### src/rtl/fetch_sequencer_19bit.sv
// Fetch sequencer: drives PC/IR register strobes, fetches words over a RD/ACK
// memory handshake and presents each instruction to decode over VALID/READY.
module fetch_sequencer_19bit #(
    parameter int WIDTH    = 19,
    parameter int WAIT_MAX = 15
) (
    input  logic             CLK,
    input  logic             RST,
    input  logic             START,
    input  logic             HALT,
    input  logic [WIDTH-1:0] PC_Q,
    output logic [WIDTH-1:0] PC_DIN,
    output logic             PC_LOAD,
    output logic             PC_INC,
    output logic             PC_CLR,
    output logic [WIDTH-1:0] IR_DIN,
    output logic             IR_LOAD,
    output logic [WIDTH-1:0] MEM_ADDR,
    output logic             MEM_RD,
    input  logic             MEM_ACK,
    input  logic [WIDTH-1:0] MEM_DATA,
    output logic             INSTR_VALID,
    input  logic             INSTR_READY,
    input  logic             JUMP,
    input  logic [WIDTH-1:0] JUMP_ADDR,
    output logic             TIMEOUT,
    output logic             BUSY
);

    typedef enum logic [1:0] {
        INIT  = 2'd0,
        IDLE  = 2'd1,
        REQ   = 2'd2,
        VALID = 2'd3
    } state_t;

    localparam logic [7:0] LAST_WAIT = 8'(WAIT_MAX - 1);

    state_t     state;
    state_t     next_state;
    logic [7:0] wait_cnt;
    logic       timeout_q;
    logic       wait_expired;
    logic       accept;

    assign wait_expired = (wait_cnt == LAST_WAIT);
    assign accept       = (state == VALID) && INSTR_READY;

    always_ff @(posedge CLK or posedge RST) begin
        if (RST) begin
            state <= INIT;
        end else begin
            state <= next_state;
        end
    end

    // An ack on the final wait cycle takes priority over the timeout.
    always_comb begin
        next_state = state;
        case (state)
            INIT:  next_state = IDLE;
            IDLE:  if (START) next_state = REQ;
            REQ: begin
                if (MEM_ACK) begin
                    next_state = VALID;
                end else if (wait_expired) begin
                    next_state = IDLE;
                end
            end
            VALID: if (INSTR_READY) next_state = HALT ? IDLE : REQ;
            default: next_state = INIT;
        endcase
    end

    always_comb begin
        PC_CLR      = (state == INIT);
        MEM_RD      = (state == REQ);
        IR_LOAD     = (state == REQ) && MEM_ACK;
        INSTR_VALID = (state == VALID);
        PC_INC      = accept && !JUMP;
        PC_LOAD     = accept && JUMP;
        BUSY        = (state != IDLE);
    end

    // Wait counter restarts on every new request; TIMEOUT stays set until the next START.
    always_ff @(posedge CLK or posedge RST) begin
        if (RST) begin
            wait_cnt  <= 8'd0;
            timeout_q <= 1'b0;
        end else begin
            case (state)
                IDLE: begin
                    if (START) begin
                        wait_cnt  <= 8'd0;
                        timeout_q <= 1'b0;
                    end
                end
                REQ: begin
                    if (MEM_ACK) begin
                        wait_cnt <= 8'd0;
                    end else if (wait_expired) begin
                        wait_cnt  <= 8'd0;
                        timeout_q <= 1'b1;
                    end else begin
                        wait_cnt <= wait_cnt + 8'd1;
                    end
                end
                default: wait_cnt <= wait_cnt;
            endcase
        end
    end

    assign TIMEOUT  = timeout_q;
    assign PC_DIN   = JUMP_ADDR;
    assign IR_DIN   = MEM_DATA;
    assign MEM_ADDR = PC_Q;

endmodule

### config.mk
export PLATFORM = sky130hd
export DESIGN_NAME = fetch_sequencer_19bit
export DESIGN_NICKNAME = d
export VERILOG_FILES = /design/src/rtl/fetch_sequencer_19bit.sv
export SDC_FILE = /design/constraint.sdc
export NUM_CORES = 1
export LEC_CHECK = 0
export CORE_MARGIN = 2
export CORE_UTILIZATION = 24
export DETAILED_ROUTE_END_ITERATION = 12
export HOLD_SLACK_MARGIN = 0.03
export PLACE_DENSITY = 0.77
export SYNTH_ARGS = -nofsm -noshare
export SYNTH_HDL_FRONTEND = slang
export SYNTH_SLANG_ARGS = --single-unit
### constraint.sdc
create_clock -name CLK -period 1.6 [get_ports CLK]
set_input_delay 0.32 -clock CLK [delete_from_list [all_inputs] [get_ports CLK]]
set_output_delay 0.32 -clock CLK [all_outputs]
set_load 0.01 [all_outputs]
# [Yosys cells after proc, flatten, opt, wreduce, memory -nomap -nowiden]
# Cells that the tools add are included.
[totals] regBits=11 inputBits=64 elab_cells=38
[classes] add_sub_neg=1 eq_ne=10 muxes=14 n_reduce_logical=10
[ops] cell="$mux 8" count=3
[ops] cell="$pmux 8 s2" count=1
[ops] cell="$mux 2" count=5
[ops] cell="$add 8x1->8 const B" count=1
[ops] cell="$eq 8x4->1 const B" count=1
[ops] cell="$pmux 2 s4" count=1
[ops] cell="$ne 2x1->1 const B" count=3
[ops] cell="$eq 2x2->1 const B" count=2
[ops] cell="$logic_and 1x1->1" count=4
[ops] cell="$ne 2x2->1 const B" count=2
[ops] cell="$reduce_and 4->1" count=1
[ops] cell="$mux 1" count=3
[ops] cell="$ne 3x1->1 const B" count=1
[ops] cell="$reduce_and 3->1" count=1
[ops] cell="$eq 2x1->1 const B" count=1
[ops] cell="$logic_not 2->1" count=1
[ops] cell="$pmux 1 s2" count=1
[ops] cell="$reduce_and 2->1" count=1
[ops] cell="$reduce_bool 2->1" count=1
[ops] cell="$logic_not 1->1" count=1

# [Depth between registers and ports, before layout]
# Gate-level depths: netlist of the first run.
[logic_depth] ltp_word=4 ltp_mapped=7 ltp_nobuf=6

# [Worst setup path before layout of the first run]
# No wires, ideal clock.
[synth_timing] path_kind="register -> register" start="register wait_cnt[0]" end="register wait_cnt[3]" setup_time_ns=0.076 arrival_time_ns=1.637 required_ns=1.524 path_slack_ns=-0.113 path_stages_with_launch=7 n_path_buf=0 period_less_slack_ns=1.713 path_cell_list="dfrtp_1 inv_1 ha_1 and4b_4 a211o_1 or4_1 o21ai_1"
[synth_between] elab_chain_cells=4 elab_cells_between_ends=5 classes_between="1 x add/sub; 1 x eq/ne; 3 x mux"
[synth_lines] item="start: declaration" line_no="41" source="logic [7:0] wait_cnt;"
[synth_lines] item="start signal: assignment" line_no="105" source="wait_cnt <= wait_cnt + 8'd1;"
[synth_lines] item="start signal: assignment" line_no="108" source="default: wait_cnt <= wait_cnt;"
[synth_lines] item="$add 8x1->8 / $eq 8x4->1 (equally long branches)" line_no="105, 46"
[synth_lines] item="$mux 8 *" line_no="101" source="end else if (wait_expired) begin"
[synth_lines] item="$mux 8 *" line_no="99" source="if (MEM_ACK) begin"
[synth_lines] item="$pmux 8 s2 *" line_no="91" source="case (state)"
# Every way passes the cells marked *; elsewhere a longest branch is shown, timed or not.
# A chain may end at the register's enable or synchronous reset.

# [Final worst setup path of the first run]
# Same ends and word-level chain as after synthesis.

==> results of run 1 <==
cell type report:
class                   instances  area [µm²]
multi-input cells              57       384.1
well taps                      52       65.06
repair buffers                 41       320.3
clock buffers                   4       45.04
fillers                       450        3242
inverters                       6       22.52
flip-flops and latches         11       275.3
sequential cells by signal, summed over array words and instances, names as in the netlist:
signal,cells
wait_cnt,8
state,2
TIMEOUT,1
through the flow:
stage,TNS [ns],utilization [%]
finish,-0.08545,25.55
global route,-0.3049,25.55
CTS,-0.09633,25.46
detailed placement,-1.539,23.74
global placement,-1.250,23.74
floorplan,-0.1356,-
power groups by stage:
stage	Clock, W	Combinational [W]	Sequential (W)
after global routing	0.000315	0.000969	0.000385
after detailed placement	0	0.000825	0.000394
final	0.000290	0.000881	0.000379
after floorplan	0	0.000512	0.000392
after global placement	0	0.000810	0.000391
after CTS	0.000300	0.000868	0.000377
metal layers:
layer	global-route usage (%)	routed length, µm
met5	0	0
met4	4.822	36
met3	3.704	158
met2	12.55	940
met1	8.574	814
layout by cell type, fill, tap and decap left out, types with 3 or more instances in the layout:
master and count:
nand2_1 6, buf_4 26, nand3_1 4, dfrtp_1 11
inv_1 6, o21ai_1 3, clkbuf_2 4, nor2_1 7
clkdlybuf4s50_1 7, clkbuf_8 3, a21oi_1 4, o21ai_0 3
worst reg2reg max path: stages, from the launching register on:
cell and delay [ns]:
dfrtp_1 0.34, inv_1 0.05, ha_2 0.16, and4b_4 0.18, a211o_4 0.37, or4_1 0.40, o21ai_1 0.08
timing repair:
| action | CTS | global route |
|---|---|---|
| gates resized for setup | 15 | 15 |
| pin swaps | 2 | 2 |
| cloned | 0 | 0 |
| buffers inserted | 2 | 1 |
| endpoints found under the hold margin | 0 | 0 |
| endpoints found under the setup margin | 13 | 12 |
worst min path at each step:
stage | slack [ns] | to | startpoint
after floorplan | 0.17 | TIMEOUT | RST
after global placement | 0.49 | wait_cnt[7] | wait_cnt[7]
after detailed placement | 0.50 | wait_cnt[7] | wait_cnt[7]
after CTS | 0.39 | wait_cnt[4] | RST
after global routing | 0.42 | wait_cnt[3] | RST
final | 0.37 | TIMEOUT | RST
logic make-up (layout without fill, tap and decap cells):
group	Yosys count	in the layout	synth area share, %
buf+inv	65	51	42.49
simple gates	30	30	15.01
compound gates	24	24	13.97
flops	11	11	25.40
fa+ha+maj	2	2	2.309
xor+xnor	1	1	0.8085
==> impl_metrics.yaml, run 1 <==
timing:
  drv_slew: 0
  max_slew_margin_pct: 70.10
  whs_ns: 0.3735
  worst_pin_slew_ns: 0.4480
  finalCritPeriodShare_pct: 103.2
  fmax_mhz: 605.8
  rsz0062_at_grt: "yes"
  hold_violations: 0
  fin_ws_ns: -0.05067
  skew_ns: 0.004785
  finalSetupViolations: 2
  period_minus_slack_ns: 1.651
grt:
  grt_pass1_vias: 752
  gr-total-overflow: 0
  grt_max_degree: 12
  antenna_found_initial: 0
  grt_util_all_layers_pct: 7.928
  grt_pass1_wl_um: 3201
critical_path:
  cp_top_family: "simple AND/OR/NAND/NOR gates"
  r2r_cells: 6
  r2r_slack_ns: -0.05
  slowest_stage: "or4_1"
  cp-endpoint: "wait_cnt[3]"
  critPathLaunch: "wait_cnt[0]"
  worstPathArrival_ns: 1.83
  path_cells: "inv_1 -> ha_2 -> and4b_4 -> a211o_4 -> or4_1 -> o21ai_1"
  path_max_fanout: 7
  crit_path_start_kind: "flip-flop"
  critical_path_class: "flip-flop to flip-flop"
  crit_required_ns: 1.78
  worstSetupPathDepth: 6
  r2r_start: "wait_cnt[0]"
  endpoint_kind: "flip-flop"
  path_buf_inv: 1
  cpPeakStageDelay_ns: 0.40
  r2r-end: "wait_cnt[3]"
final_layout:
  nets: 186
  drive_gt1_share_pct: 38.66
  diodes: 0
  area_growth_syn_to_layout_pct: 2.656
  final-instance-count-excl-fill: 171
  final_area_mm2: 0.001112
cts:
  cts_num_sinks: 11
  clkSlewWorstSetupHoldPaths_ns: 0.05
  cts_root_buf: "clkbuf_8"
  insertion_delay_ns: 0.25
  ctsHtreeMaxLevel: 1
  cts_tree: "done"
  clock_path_buffers: 2
  holdBufCountCts: 0
  cts_buffers: 3
power:
  switching_share_pct: 36.31
  p_switching_w: 0.0005629
  p_seq_share_pct: 24.5
  pwr-share-clk_pct: 18.7
  finalPower_w: 0.001550
  p_per_area_mw_per_mm2: 1394
  power_frac_comb_pct: 56.8
  p_int_w: 0.0009873
  ir_drop_v: 0.0005864
  p_leak_nw: 0.5141
placed_design:
  post-place-ws_ns: -0.2836
  place_inst: 164
  dp_hpwl_um: 1458
  place_area_mm2: 0.001033
  place_congestion: 0.8353
  io_buffers: 14
logic_synthesis:
  synth_cell_type_count: 31
  syn_nets: 199
  syn_inst: 133
  synth_top_cell_by_area: "buf_4"
  synth-seq-area-share_pct: 25.40
  synth_most_common_cell: "buf_4"
  ys_top_cells_by_count: "buf_4 (57), dfrtp_1 (11), nand2_1 (7), nor2_1 (7)"
  synth_area_leaders: "buf_4 (39%), dfrtp_1 (25%), o21ai_0 (2.8%)"
  synth_seq_cells: 11
  avgSynthCellArea_um2: 8.147
  synthesis.area_mm2: 0.001084
  yosysWarnings: 0
  synth_edf_count: 0
  async_reset_ff_share_pct: 100.0
  synthFlopType: "dfrtp_1"
  synth_top_area_share_pct: 39.49
floorplanning:
  core-area_mm2: 0.004354
  rows: 24
  die_h_um: 71.19
  dieArea_mm2: 0.005068
  chipWidth_um: 71.19
  io_pins: 129
  start_util_pct: 24.89
routing:
  route.detailed.wl_per_inst_um: 11.40
  viasPerCell: 4.386
  postRouteAntennaNets: 0
  routed_wl_um: 1950
  via_count: 750
  drt_pass1_iterations: 4
  drt_iter0_markers: 18
  drc: 0
status:
  status: "finished with violations"
  failed_checks: "negative setup slack"
run:
  cap_violations: 0
hold_path:
  hold_path_class: "primary input to async pin"
No activity file was read; power rests on OpenSTA's default activity.
==> inputs of run 2 (changes only) <==
--- a/config.mk
+++ b/config.mk
@@ -7,6 +7,7 @@
 export LEC_CHECK = 0
 export CORE_MARGIN = 2
 export CORE_UTILIZATION = 24
+export CTS_BUF_LIST = sky130_fd_sc_hd__clkbuf_4 sky130_fd_sc_hd__clkbuf_8 sky130_fd_sc_hd__clkbuf_16
 export DETAILED_ROUTE_END_ITERATION = 12
 export HOLD_SLACK_MARGIN = 0.03
 export PLACE_DENSITY = 0.77
==> run 2 against run 1 <==
Net effect: the run still ends with negative setup slack left; sequential power is essentially flat; flip-flop and latch count is the same; cell count is the same; clock power grew 6%; count of clock-buffer cells in the layout is the same; clock skew is essentially flat; combinational power is essentially flat; critical path depth is the same; largest cell class unchanged; power grew 1.1%.
==> impl_metrics.yaml, run 2 (same netlist as run 1, synthesis figures left out) <==
status:
  status: "finished with violations"
  failed_checks: "negative setup slack"
run:
  cap_violations: 0
timing:
  rsz0062_at_grt: "yes"
  fin_ws_ns: -0.05685
  period_minus_slack_ns: 1.657
  worst_pin_slew_ns: 0.4467
  max_slew_margin_pct: 70.19
  finalCritPeriodShare_pct: 103.6
  finalSetupViolations: 2
  skew_ns: 0.004457
  hold_violations: 0
  fmax_mhz: 603.6
  drv_slew: 0
grt:
  grt_pass1_wl_um: 3194
  gr-total-overflow: 0
  grt_util_all_layers_pct: 7.928
  antenna_found_initial: 0
  grt_max_degree: 12
  grt_pass1_vias: 755
cts:
  holdBufCountCts: 0
  clock_path_buffers: 2
  cts_num_sinks: 11
  clkSlewWorstSetupHoldPaths_ns: 0.05
  cts_tree: "done"
  ctsHtreeMaxLevel: 1
  insertion_delay_ns: 0.25
  cts_root_buf: "clkbuf_8"
  cts_buffers: 3
floorplanning:
  rows: 24
  io_pins: 129
  start_util_pct: 24.89
  chipWidth_um: 71.19
  dieArea_mm2: 0.005068
  core-area_mm2: 0.004354
  die_h_um: 71.19
power:
  finalPower_w: 0.001568
  ir_drop_v: 0.0005862
  power_frac_comb_pct: 56.2
  p_leak_nw: 0.5175
  p_switching_w: 0.0005633
  p_int_w: 0.001004
  p_per_area_mw_per_mm2: 1404
  switching_share_pct: 35.94
  p_seq_share_pct: 24.2
  pwr-share-clk_pct: 19.5
critical_path:
  critical_path_class: "flip-flop to flip-flop"
  worstPathArrival_ns: 1.83
  path_buf_inv: 1
  endpoint_kind: "flip-flop"
  path_max_fanout: 7
  path_cells: "inv_1 -> ha_2 -> and4b_4 -> a211o_4 -> or4_1 -> o21ai_1"
  cp_top_family: "simple AND/OR/NAND/NOR gates"
  crit_path_start_kind: "flip-flop"
  crit_required_ns: 1.78
  cpPeakStageDelay_ns: 0.40
  slowest_stage: "or4_1"
final_layout:
  nets: 186
  layout_common_cells: "buf_4 (26), dfrtp_1 (11), nor2_1 (7), clkdlybuf4s50_1 (7)"
  final_core_util_pct: 25.63
  layout_commonest_cell: "buf_4"
  area_growth_syn_to_layout_pct: 3.002
  registers.top_by_ff_count: "wait_cnt"
  largest_register_ffs: 8
  drive_gt1_share_pct: 39.50
  diodes: 0
placed_design:
  io_buffers: 14
  dp_hpwl_um: 1458
  place_congestion: 0.8353
routing:
  viasPerCell: 4.404
  route.detailed.wl_per_inst_um: 11.43
  via_count: 753
  drt_pass1_iterations: 3
  postRouteAntennaNets: 0
  drc: 0
  drt_iter0_markers: 12
  routed_wl_um: 1955
hold_path:
  hold_path_class: "primary input to async pin"
-- run 2: cell counts in the layout (fill, tap and decap cells not counted) --
Identical to the previous run, type by type.
-- run 2: worst paths after layout --
| check | slack, ns | startpoint | cells after the start | end |
|---|---|---|---|---|
| min in group CLK | 0.52 | wait_cnt[7] | 1 | wait_cnt[7] |
| worst max-delay path | -0.06 | wait_cnt[0] | 6 | wait_cnt[3] |
| worst min register to register | 0.52 | wait_cnt[7] | 1 | wait_cnt[7] |
| worst max register to register | -0.06 | wait_cnt[0] | 6 | wait_cnt[3] |
| worst min-delay path | 0.37 | RST | 2 | TIMEOUT |
| max in group asynchronous | 0.92 | RST | 2 | wait_cnt[6] |
-- run 2: area by class of cell --
class                      instances  area [µm²]
clock buffer                       4       48.80
fill                             451        3238
inverter                           6       22.52
multi-input combinational         57       384.1
sequential                        11       275.3
tap                               52       65.06
timing repair buffer              41       320.3
-- run 2: power groups by stage --
stage                     registers (W)  logic [W]  clock network [W]
after floorplan                0.000392   0.000512                  0
after global placement         0.000391   0.000810                  0
after detailed placement       0.000394   0.000825                  0
after CTS                      0.000377   0.000868           0.000317
after global routing           0.000386   0.000970           0.000331
final                          0.000380   0.000881           0.000306
-- run 2: through the flow --
step	instance area [µm²]	worst slack [ns]	std cells	hold slack (ns)	setup TNS (ns)
floorplan	1092	-0.06393	133	0.1724	-0.1356
global placement	1033	-0.2584	164	0.4946	-1.250
detailed placement	1033	-0.2836	164	0.4978	-1.539
CTS	1112	-0.04957	170	0.3929	-0.09664
global route	1116	-0.1084	171	0.4246	-0.3449
finish	1116	-0.05685	171	0.3732	-0.09695
-- run 2: layer usage --
| layer | vias up | wire, µm | track usage, % | part of all wire [%] |
|---|---|---|---|---|
| met1 | 359 | 814 | 8.486 | 42 |
| met5 | - | 0 | 0 | 0 |
| met4 | 0 | 36 | 4.822 | 1.8 |
| li1 | 362 | - | - | - |
| met3 | 8 | 158 | 3.704 | 8.1 |
| met2 | 24 | 946 | 12.65 | 48 |
-- run 2: timing repair --
action                     CTS  global route
setup buffers                2             1
pin swaps                    2             2
setup endpoints to repair   13            12
resized for setup           15            15
